## src/rtl/spi_shift_engine.sv

```systemverilog
// SPI mode-0 byte shift engine with a CRC16-CCITT accumulator over either
// the transmitted (MOSI) or received (MISO) bit stream.
module spi_shift_engine #(
  parameter int unsigned SLOW_HALF = 35
) (
  input  logic        clk,
  input  logic        _reset,
  input  logic        start_write,
  input  logic        start_read,
  input  logic [7:0]  shift_in,
  output logic [7:0]  shift_out,
  input  logic [1:0]  speed,
  input  logic        crc_reset,
  input  logic        crc_source,
  output logic [15:0] crc_out,
  input  logic        miso,
  output logic        mosi,
  output logic        sclk,
  output logic        busy
);

  // state | meaning
  // IDLE  | waiting for a start strobe, sclk low, mosi high
  // SHIFT | byte in flight, sclk toggling every half-period
  typedef enum logic {IDLE, SHIFT} state_t;

  state_t      state_q, state_d;
  logic [7:0]  hp_sel_q, hp_sel_d;
  logic [7:0]  hp_cnt_q, hp_cnt_d;
  logic [3:0]  tog_cnt_q, tog_cnt_d;
  logic        sclk_q, sclk_d;
  logic        mosi_q, mosi_d;
  logic        busy_q, busy_d;
  logic        crc_src_q, crc_src_d;
  logic [7:0]  tx_q, tx_d;
  logic [7:0]  rx_q, rx_d;
  logic [7:0]  shift_out_q, shift_out_d;
  logic [15:0] crc_q, crc_d;

  logic        start;
  logic        expire;
  logic        rise;
  logic        fall;
  logic        last;
  logic        crc_bit;
  logic [15:0] crc_next;
  logic [7:0]  load_byte;
  logic [7:0]  hp_new;

  function automatic logic [7:0] hp_of(input logic [1:0] s);
    case (s)
      2'd0:    hp_of = 8'd1;
      2'd1:    hp_of = 8'd2;
      2'd2:    hp_of = 8'd4;
      default: hp_of = 8'(SLOW_HALF);
    endcase
  endfunction

  always_ff @(posedge clk or negedge _reset) begin
    if (!_reset) begin
      state_q     <= IDLE;
      hp_sel_q    <= 8'd1;
      hp_cnt_q    <= 8'd0;
      tog_cnt_q   <= 4'd0;
      sclk_q      <= 1'b0;
      mosi_q      <= 1'b1;
      busy_q      <= 1'b0;
      crc_src_q   <= 1'b0;
      tx_q        <= 8'hFF;
      rx_q        <= 8'h00;
      shift_out_q <= 8'h00;
      crc_q       <= 16'h0000;
    end else begin
      state_q     <= state_d;
      hp_sel_q    <= hp_sel_d;
      hp_cnt_q    <= hp_cnt_d;
      tog_cnt_q   <= tog_cnt_d;
      sclk_q      <= sclk_d;
      mosi_q      <= mosi_d;
      busy_q      <= busy_d;
      crc_src_q   <= crc_src_d;
      tx_q        <= tx_d;
      rx_q        <= rx_d;
      shift_out_q <= shift_out_d;
      crc_q       <= crc_d;
    end
  end

  assign start  = start_write | start_read;
  assign expire = (state_q == SHIFT) && (hp_cnt_q == 8'd0);
  assign rise   = expire && !sclk_q;
  assign fall   = expire && sclk_q;
  assign last   = fall && (tog_cnt_q == 4'd15);

  always_comb begin
    state_d = state_q;
    case (state_q)
      IDLE:    if (start) state_d = SHIFT;
      SHIFT:   if (last)  state_d = IDLE;
      default: state_d = IDLE;
    endcase
  end

  // CRC bit is the MOSI level presented at this rising edge, or MISO.
  assign crc_bit  = crc_src_q ? miso : mosi_q;
  assign crc_next = {crc_q[14:0], 1'b0} ^ ((crc_q[15] ^ crc_bit) ? 16'h1021 : 16'h0000);
  assign load_byte = start_write ? shift_in : 8'hFF;
  assign hp_new    = hp_of(speed);

  always_comb begin
    hp_sel_d    = hp_sel_q;
    hp_cnt_d    = hp_cnt_q;
    tog_cnt_d   = tog_cnt_q;
    sclk_d      = sclk_q;
    mosi_d      = mosi_q;
    busy_d      = busy_q;
    crc_src_d   = crc_src_q;
    tx_d        = tx_q;
    rx_d        = rx_q;
    shift_out_d = shift_out_q;

    if (state_q == IDLE) begin
      if (start) begin
        tx_d      = load_byte;
        hp_sel_d  = hp_new;
        hp_cnt_d  = hp_new - 8'd1;
        tog_cnt_d = 4'd0;
        crc_src_d = crc_source;
        busy_d    = 1'b1;
        mosi_d    = load_byte[7];
        sclk_d    = 1'b0;
      end
    end else begin
      if (expire) begin
        hp_cnt_d  = hp_sel_q - 8'd1;
        tog_cnt_d = tog_cnt_q + 4'd1;
        sclk_d    = ~sclk_q;
      end else begin
        hp_cnt_d  = hp_cnt_q - 8'd1;
      end

      if (rise) rx_d = {rx_q[6:0], miso};

      if (last) begin
        shift_out_d = rx_q;
        mosi_d      = 1'b1;
        busy_d      = 1'b0;
      end else if (fall) begin
        tx_d   = {tx_q[6:0], 1'b0};
        mosi_d = tx_q[6];
      end
    end
  end

  always_comb begin
    crc_d = crc_q;
    if (crc_reset)  crc_d = 16'h0000;
    else if (rise)  crc_d = crc_next;
  end

  assign shift_out = shift_out_q;
  assign crc_out   = crc_q;
  assign mosi      = mosi_q;
  assign sclk      = sclk_q;
  assign busy      = busy_q;

endmodule
```

## config.mk

```make
export PLATFORM = sky130hd
export DESIGN_NAME = spi_shift_engine
export DESIGN_NICKNAME = d
export VERILOG_FILES = /design/src/rtl/spi_shift_engine.sv
export SDC_FILE = /design/constraint.sdc
export NUM_CORES = 1
export LEC_CHECK = 0
export ABC_AREA = 1
export CORE_UTILIZATION = 50
export CTS_BUF_LIST = sky130_fd_sc_hd__clkbuf_4
export DETAILED_ROUTE_END_ITERATION = 10
export GPL_TIMING_DRIVEN = 0
export PLACE_DENSITY_LB_ADDON = 0.25
export SLEW_MARGIN = 20
export SYNTH_ARGS = -nofsm -noshare
export SYNTH_HDL_FRONTEND = slang
export SYNTH_SLANG_ARGS = --single-unit
export TNS_END_PERCENT = 1
```

## constraint.sdc

```tcl
create_clock -name clk -period 4.7 [get_ports clk]
set_clock_uncertainty 0.2 [all_clocks]
set_input_delay 0.94 -clock clk [delete_from_list [all_inputs] [get_ports clk]]
set_output_delay 0.94 -clock clk [all_outputs]
set_load 0.05 [all_outputs]
```

==> results.py, run 1 <==
metrics = {
    "run_status": {
        "outcome": "finished clean",
    },
    "power_and_ir_drop": {
        "switching_share_pct": 34.6,
        "ir_worst_vdd_v": 0.000253,
        "power.leakage_nw": 1.60,
        "power.density_mw_per_mm2": 450,
        "p_seq_share_pct": 46.5,
        "p_clk_share_pct": 27.8,
        "combPwrFrac_pct": 25.8,
        "p_sw_w": 0.000542,
        "intPower_w": 0.00102,
    },
    "worst_setup_path": {
        "cp-start-kind": "input port",
        "timing.rr.start": "state_q",
        "endpoint_kind": "register",
        "worstRegToRegCells": 10,
        "cp.required_ns": 4.81,
        "r2r-end": "hp_cnt_q[4]",
        "critical_path_class": "in2reg",
        "rrSetupSlack_ns": 2.27,
        "critPathMaxFanout": 4,
        "arrival_ns": 3.08,
    },
    "sta": {
        "min_period_over_period_pct": 63.0,
        "rsz0062_at_grt": "no",
        "worst_slew_pin_slew_ns": 0.579,
        "drv_slew": 0,
        "fin_setup_tns_ns": 0,
        "fin_ws_ns": 1.74,
        "period_needed_ns": 2.96,
        "fmax_mhz": 337,
        "finalHoldViolations": 0,
        "setup_viol": 0,
        "slew_headroom_pct": 61.2,
    },
    "yosys": {
        "yosysUniqueCellTypes": 36,
        "synth_common_cells": "nand2_1, dfrtp_1, inv_1",
        "syn_area_mm2": 0.00277,
        "yosysMostFrequentCell": "nand2_1",
        "synth_top_cell_area_share_pct": 46.0,
        "synthArstFlopShare_pct": 100,
        "synthCells": 304,
        "ys_seq_elements": 60,
        "synth_top_area_cell": "dfrtp_1",
        "synth_ff_type": "dfrtp_1",
        "synth.area.top_cells": "dfrtp_1, nand2_1, dfstp_2",
        "synthesis.nets": 326,
        "ys_warn_count": 0,
        "syn_area_per_cell_um2": 9.12,
        "synth_seq_area_share_pct": 54.5,
        "synth_edf_count": 0,
    },
    "finish": {
        "finalNetCount": 381,
        "antenna_cells": 0,
        "fillers": 433,
        "area_delta_synth_final_pct": 25.6,
        "drive_gt1_share_pct": 13.2,
    },
    "clocking": {
        "cts_setup_buffers": 0,
        "htree_levels": 3,
        "clock-root-buffer": "clkbuf_4",
        "cts_sinks": 60,
        "insertion_delay_ns": 0.42,
        "postCtsHoldBufs": 0,
        "clkTransAtPathRegs_ns": 0.12,
        "cts_tree": "built",
        "cts_made_buffers": 9,
        "cts_resized": 0,
        "clk_path_buf_depth": 2,
    },
    "die": {
        "rows": 26,
        "die-area_mm2": 0.00585,
        "die_w_um": 76.5,
        "start_util_pct": 53.0,
        "ioPinCount": 44,
        "core_area_mm2": 0.00524,
        "die-height_um": 76.5,
    },
    "grt": {
        "grt_max_degree": 53,
        "track_usage_pct": 22.3,
        "grt_overflow_total": 0,
        "grt_antenna_before_repair": 0,
        "grt_pass1_wl_um": 10200,
        "grt_pass1_vias": 2268,
    },
    "routing": {
        "post_drt_wl_per_cell_um": 13.1,
        "drt-initial-drc-count": 82,
        "via_per_inst": 4.98,
        "dr_total_vias": 2161,
        "drc": 0,
        "drtAntennaViolNets": 0,
        "wl_um": 5710,
        "dr.pass1.iters": 4,
    },
    "worst_hold_path": {
        "hold_path.class": "in2async",
    },
    "placed_design": {
        "gp_congestion": 0.814,
        "pre_cts_ws_ns": 1.35,
        "dp_hpwl_um": 3970,
        "numPortBuffers": 43,
    },
    "flow_run": {
        "drv_cap": 0,
    },
}
[flip-flops by register name, indices dropped and copies added (netlist names)]
name	cells
tx_q	7
shift_out	8
tog_cnt_q	4
crc_src_q	1
state_q	1
rx_q	8
hp_sel_q	4
hp_cnt_q	8
busy	1
sclk	1
crc_out	16
mosi	1
[cells in the final DEF, fill, tap and decap left out, types with 2 or more instances in the layout]
cell type / synthesis / routed
dfstp_2: 9 / 9
dfrtp_1: 51 / 51
nand3_1: 10 / 10
o22ai_1: 19 / 19
o21ai_0: 38 / 38
buf_4: 2 / 3
ha_1: 5 / 5
nand2_1: 68 / 68
clkdlybuf4s50_1: 0 / 42
clkbuf_4: 0 / 9
nand2_4: 2 / 2
nor2_1: 17 / 17
nand2_2: 5 / 5
clkbuf_1: 4 / 4
clkinv_4: 0 / 3
xor2_1: 5 / 5
bufinv_16: 0 / 2
inv_1: 41 / 41
nand4_1: 4 / 4
o21ai_2: 3 / 3
o21ai_1: 2 / 2
[final cells by class]
class	count	area (um^2)	share of cell area (%)
sequential	60	1510	43.4
multi-input combinational	192	1050	30.0
timing repair buffer	44	455	13.1
inverter	43	161	4.63
clock inverter	7	100	2.87
tap	70	87.6	2.51
clock buffer	9	67.6	1.94
buffer	9	53.8	1.54
[stage by stage]
step	instance area [um^2]	total power [W]	instances	util [%]	hold slack [ns]
3_3_place_gp	3290	0.00112	417	62.9	0.254
2_1_floorplan	2770	0.00103	304	-	0.244
4_1_cts	3480	0.00158	434	66.5	0.119
5_1_grt	3480	0.00166	434	66.5	0.121
6_report	3480	0.00157	434	66.5	0.124
3_5_place_dp	3320	0.00114	418	63.3	0.257
[per-layer routing]
| metal | vias up | global-route usage (%) | wire length [um] | share of wire (%) |
|---|---|---|---|---|
| li1 | 1100 | - | - | - |
| met1 | 1013 | 27.7 | 2610 | 46 |
| met2 | 40 | 37.0 | 2770 | 49 |
| met3 | 8 | 5.99 | 242 | 4.2 |
| met4 | 0 | 9.04 | 82 | 1.4 |
| met5 | - | 0 | 0 | 0 |
[power groups by stage]
| stage | combinational (W) | sequential (W) | clock, W |
|---|---|---|---|
| 2_1_floorplan | 0.000274 | 0.000751 | 0 |
| 3_3_place_gp | 0.000390 | 0.000735 | 0 |
| 3_5_place_dp | 0.000401 | 0.000737 | 0 |
| 4_1_cts | 0.000406 | 0.000729 | 0.000443 |
| 5_1_grt | 0.000458 | 0.000741 | 0.000462 |
| 6_report | 0.000403 | 0.000728 | 0.000435 |
[worst max path at each step]
stage	startpoint	end	slack, ns	cells past startpoint
global route	speed[0]	hp_cnt_q[4]	1.64	9
floorplan	speed[0]	hp_cnt_q[4]	2.15	8
detailed placement	speed[0]	hp_cnt_q[4]	1.35	9
CTS	mosi	mosi	1.77	1
finish	speed[0]	hp_cnt_q[4]	1.74	9
global placement	_reset	crc_out[9]	0.61	1
[worst max-delay path, cell delays in order]
cell and delay (ns):
clkdlybuf4s50_1 0.52, inv_1 0.06, ha_1 0.32, o21ai_0 0.24
ha_1 0.22, a21boi_0 0.44, nand2_1 0.13, xnor2_1 0.17
inv_1 0.05
[cells by family (layout without fill, tap and decap cells)]
kind of cell	count (synthesis)	count (layout)	share of synthesized area, %
fa+ha+maj	5	5	2.26
flops	60	60	54.5
compound gates	68	68	14.3
buf+inv	52	112	7.76
xor+xnor	6	6	1.89
simple gates	113	113	19.3
Note: power is estimated with default switching activity, not from simulation.
==> inputs of run 2 (changes only) <==
- clock period: 4.7 -> 2.7 ns (I/O delays scaled with it)
==> results.py, run 2 (same netlist as run 1, synthesis figures left out) <==
metrics = {
    "grt": {
        "grt_overflow_total": 0,
        "grt_pass1_wl_um": 10200,
        "track_usage_pct": 22.3,
        "grt_max_degree": 53,
        "grt_antenna_before_repair": 0,
        "grt_pass1_vias": 2268,
    },
    "clocking": {
        "cts_made_buffers": 9,
        "cts_tree": "built",
        "htree_levels": 3,
        "insertion_delay_ns": 0.42,
        "cts_setup_buffers": 0,
        "clkTransAtPathRegs_ns": 0.12,
        "cts_sinks": 60,
        "clk_path_buf_depth": 2,
        "clock-root-buffer": "clkbuf_4",
    },
    "worst_setup_path": {
        "cp-start-kind": "input port",
        "critical_path_class": "in2reg",
        "worstPathCellList": "clkdlybuf4s50_1 > inv_1 > ha_1 > o21ai_0 > ha_1 > a21boi_0 > nand2_1 > xnor2_1 > inv_1",
        "endpoint_kind": "register",
        "crit_start": "speed[0]",
        "critPathMaxFanout": 4,
        "slowest_stage": "clkdlybuf4s50_1",
        "max_stage_delay_ns": 0.52,
        "timing.rr.start": "state_q",
        "arrival_ns": 2.68,
        "cp.required_ns": 2.81,
    },
    "placed_design": {
        "numPortBuffers": 43,
        "dp_hpwl_um": 3970,
        "pre_cts_ws_ns": -0.248,
        "gp_congestion": 0.814,
    },
    "sta": {
        "rsz0062_at_grt": "no",
        "fin_ws_ns": 0.127,
        "slew_headroom_pct": 61.2,
        "setup_viol": 0,
        "finalHoldViolations": 0,
        "period_needed_ns": 2.57,
        "drv_slew": 0,
        "fmax_mhz": 389,
        "worst_slew_pin_slew_ns": 0.579,
        "min_period_over_period_pct": 95.3,
    },
    "die": {
        "die-height_um": 76.5,
        "die-area_mm2": 0.00585,
        "rows": 26,
        "start_util_pct": 53.0,
        "die_w_um": 76.5,
        "core_area_mm2": 0.00524,
        "ioPinCount": 44,
    },
    "routing": {
        "wl_um": 5720,
        "wl_met2_um": 2780,
        "drtAntennaViolNets": 0,
        "drt-initial-drc-count": 86,
        "dr.pass1.iters": 4,
        "drc": 0,
        "dr_total_vias": 2172,
        "drt-met1-wl_um": 2610,
        "top_layer_used": "met4",
        "post_drt_wl_per_cell_um": 13.1,
        "dr_wl_met3_um": 244,
        "via_per_inst": 4.99,
    },
    "finish": {
        "drive_gt1_share_pct": 13.2,
        "final_common_cell": "nand2_1",
        "final_core_util_pct": 66.7,
        "finalNetCount": 382,
        "area_delta_synth_final_pct": 26.0,
        "layout_common_cells": "nand2_1, dfrtp_1, clkdlybuf4s50_1, inv_1, o21ai_0",
        "largest_register_ffs": 16,
        "antenna_cells": 0,
    },
    "flow_run": {
        "drv_cap": 0,
    },
    "power_and_ir_drop": {
        "ir_worst_vdd_v": 0.000440,
        "power.density_mw_per_mm2": 781,
        "power.leakage_nw": 1.60,
    },
    "run_status": {
        "outcome": "finished clean",
    },
    "worst_hold_path": {
        "hold_path.class": "in2async",
    },
}
run 2: final cells by class:
cell class | count | area (um^2)
fill | 433 | 1740
timing repair buffer | 45 | 465
sequential | 60 | 1510
clock inverter | 7 | 100
inverter | 43 | 161
tap | 70 | 87.6
buffer | 9 | 53.8
clock buffer | 9 | 67.6
multi-input combinational | 192 | 1050
run 2: what timing repair did:
item	CTS	global route
endpoints found under the hold margin	25	0
hold buffers	1	0
gates resized for setup	0	0
run 2: final timing paths:
path	endpoint	slack, ns	cells past startpoint
hold reg to reg	hp_sel_q[0]	0.27	2
max in group asynchronous	tx_q[6]	1.50	3
setup / recovery	hp_cnt_q[4]	0.13	9
hold / removal	hp_sel_q[1]	0.27	2
min in group clk	hp_sel_q[0]	0.27	2
setup reg to reg	hp_cnt_q[4]	0.26	10
run 2: worst max-delay path, delay by kind of cell:
kind	cells	cell delay [ns]
AND/OR/NAND/NOR	1	0.13
buffers and inverters	3	0.63
adder cells (fa/ha/maj)	2	0.54
AO/OA/AOI/OAI	2	0.68
XOR/XNOR	1	0.17
run 2: power breakdown:
part	leakage, nW	switching, W	internal (W)
logic	0.747	0.000422	0.000282
registers	0.767	0.000146	0.00112
clock network	0.0905	0.000375	0.000381
total	1.60	0.000944	0.00178
run 2: layer usage:
layer  global-route usage (%)  vias to the layer above
met5                        0                        -
met4                     9.04                        0
met3                     5.99                        9
met2                     37.0                       44
met1                     27.7                     1017
li1                         -                     1102
run 2: per-stage QoR:
stage / std cells / power, W / TNS [ns] / area, um^2 / hold WS (ns)
floorplan: 304 / 0.00179 / 0 / 2770 / 0.0444
global placement: 417 / 0.00196 / -53.77 / 3290 / 0.254
detailed placement: 418 / 0.00198 / -0.510 / 3320 / 0.185
CTS: 435 / 0.00275 / 0 / 3490 / 0.263
global route: 435 / 0.00289 / 0 / 3490 / 0.272
finish: 435 / 0.00273 / 0 / 3490 / 0.271
==> inputs of run 3 (changes only) <==
- CORE_UTILIZATION: 50 -> 45
==> results.py, run 3 (same netlist as run 1, synthesis figures left out) <==
metrics = {
    "finish": {
        "final_core_util_pct": 58.9,
        "antenna_cells": 0,
        "drive_gt1_share_pct": 12.6,
        "fin_cells": 440,
        "fillers": 529,
        "multiInputGateArea_mm2": 0.00105,
        "largest_register_ffs": 16,
        "final_common_cell": "nand2_1",
        "layout_common_cells": "nand2_1, dfrtp_1, clkdlybuf4s50_1, inv_1, o21ai_0",
        "finalNetCount": 382,
        "area_delta_synth_final_pct": 25.8,
        "seqCellArea_mm2": 0.00151,
        "post-route-cell-area_mm2": 0.00349,
    },
    "routing": {
        "via_per_inst": 5.00,
        "post_drt_wl_per_cell_um": 13.1,
        "drc": 0,
        "drt-initial-drc-count": 108,
        "drtAntennaViolNets": 0,
        "wl_um": 5780,
        "dr.pass1.iters": 4,
        "dr_total_vias": 2202,
    },
    "sta": {
        "fmax_mhz": 406,
        "min_period_over_period_pct": 91.3,
        "rsz0062_at_grt": "no",
        "period_needed_ns": 2.47,
        "hold_slack_ns": 0.270,
        "fin_ws_ns": 0.235,
        "slew_headroom_pct": 64.2,
        "setup_viol": 0,
        "drv_slew": 0,
        "finalHoldViolations": 0,
        "worst_slew_pin_slew_ns": 0.534,
    },
    "clocking": {
        "cts_tree": "built",
        "insertion_delay_ns": 0.40,
        "cts_made_buffers": 9,
        "clkTransAtPathRegs_ns": 0.10,
        "htree_levels": 3,
        "clock-root-buffer": "clkbuf_4",
        "cts_sinks": 60,
        "clk_path_buf_depth": 2,
    },
    "worst_setup_path": {
        "endpoint_kind": "primary output",
        "critical_path_class": "reg2out",
        "arrival_ns": 1.73,
        "cp-start-kind": "register",
        "slowest_stage": "clkdlybuf4s50_1",
        "worst-path-buf-inv": 1,
        "critPathMaxFanout": 2,
        "worstPathCellList": "clkdlybuf4s50_1",
        "crit_family": "buffers and inverters",
        "cp.required_ns": 1.96,
        "max_stage_delay_ns": 0.79,
    },
    "die": {
        "die-area_mm2": 0.00648,
        "rows": 28,
        "ioPinCount": 44,
        "start_util_pct": 46.9,
        "die-height_um": 80.5,
        "core_area_mm2": 0.00592,
        "die_w_um": 80.5,
    },
    "grt": {
        "grt_overflow_total": 0,
        "grt_pass1_vias": 2197,
        "grt_pass1_wl_um": 9830,
        "track_usage_pct": 20.2,
        "grt_max_degree": 47,
        "grt_antenna_before_repair": 0,
    },
    "placed_design": {
        "placed_cells": 423,
        "numPortBuffers": 43,
        "gp_congestion": 0.812,
        "pre_cts_ws_ns": -0.233,
        "dp_hpwl_um": 3980,
        "dpl_cell_area_mm2": 0.00332,
    },
    "power_and_ir_drop": {
        "ir_worst_vdd_v": 0.000342,
        "power.leakage_nw": 1.60,
        "power.density_mw_per_mm2": 772,
    },
    "flow_run": {
        "drv_cap": 0,
    },
    "worst_hold_path": {
        "hold_path.class": "reg2reg",
    },
    "run_status": {
        "outcome": "finished clean",
    },
}
## run 3: cell count changes in the layout (fill, tap and decap cells not counted), sizes merged
cell and change:
clkbuf +1, clkinv -1, clkinvlp +1, inv -1
## run 3: cell type report
class	instances	area share, %
clock buffers	10	2.15
flip-flops and latches	60	43.4
plain buffers	9	1.54
repair buffers	45	13.3
well taps	75	2.69
inverters	43	4.63
clock inverters	6	2.30
multi-input cells	192	30.0
## run 3: worst paths after layout
check	slack [ns]	startpoint	endpoint	cells after the start
worst max-delay path	0.23	mosi	mosi	1
worst min-delay path	0.27	hp_sel_q[0]	hp_sel_q[0]	2
worst max register to register	0.40	state_q	hp_cnt_q[4]	10
worst min register to register	0.27	hp_sel_q[0]	hp_sel_q[0]	2
max in group asynchronous	1.42	_reset	mosi	3
min in group asynchronous	0.33	_reset	hp_cnt_q[5]	2
## run 3: metrics by stage
step,TNS [ns],total power (W)
2_1_floorplan,0,0.00179
3_3_place_gp,-56.77,0.00196
3_5_place_dp,-0.455,0.00199
4_1_cts,0,0.00271
5_1_grt,0,0.00287
6_report,0,0.00269
## run 3: power breakdown
part,internal (W),switching [W]
registers,0.00112,0.000144
logic,0.000283,0.000424
clock network,0.000379,0.000341
## run 3: metal layers
metal  part of all wire [%]  global-route usage [%]  vias to the layer above
li1                       -                       -                     1104
met1                     48                    26.3                     1037
met2                     45                    30.9                       50
met3                    5.6                    5.00                       11
met4                    1.6                    10.4                        0
met5                      0                       0                        -
## run 3: timing repair
item | 4_1_cts | 5_1_grt
resized for setup | 0 | 1
hold buffers | 1 | 0
hold endpoints to repair | 10 | 0
setup buffers | 0 | 0
endpoints found under the setup margin | 0 | 1
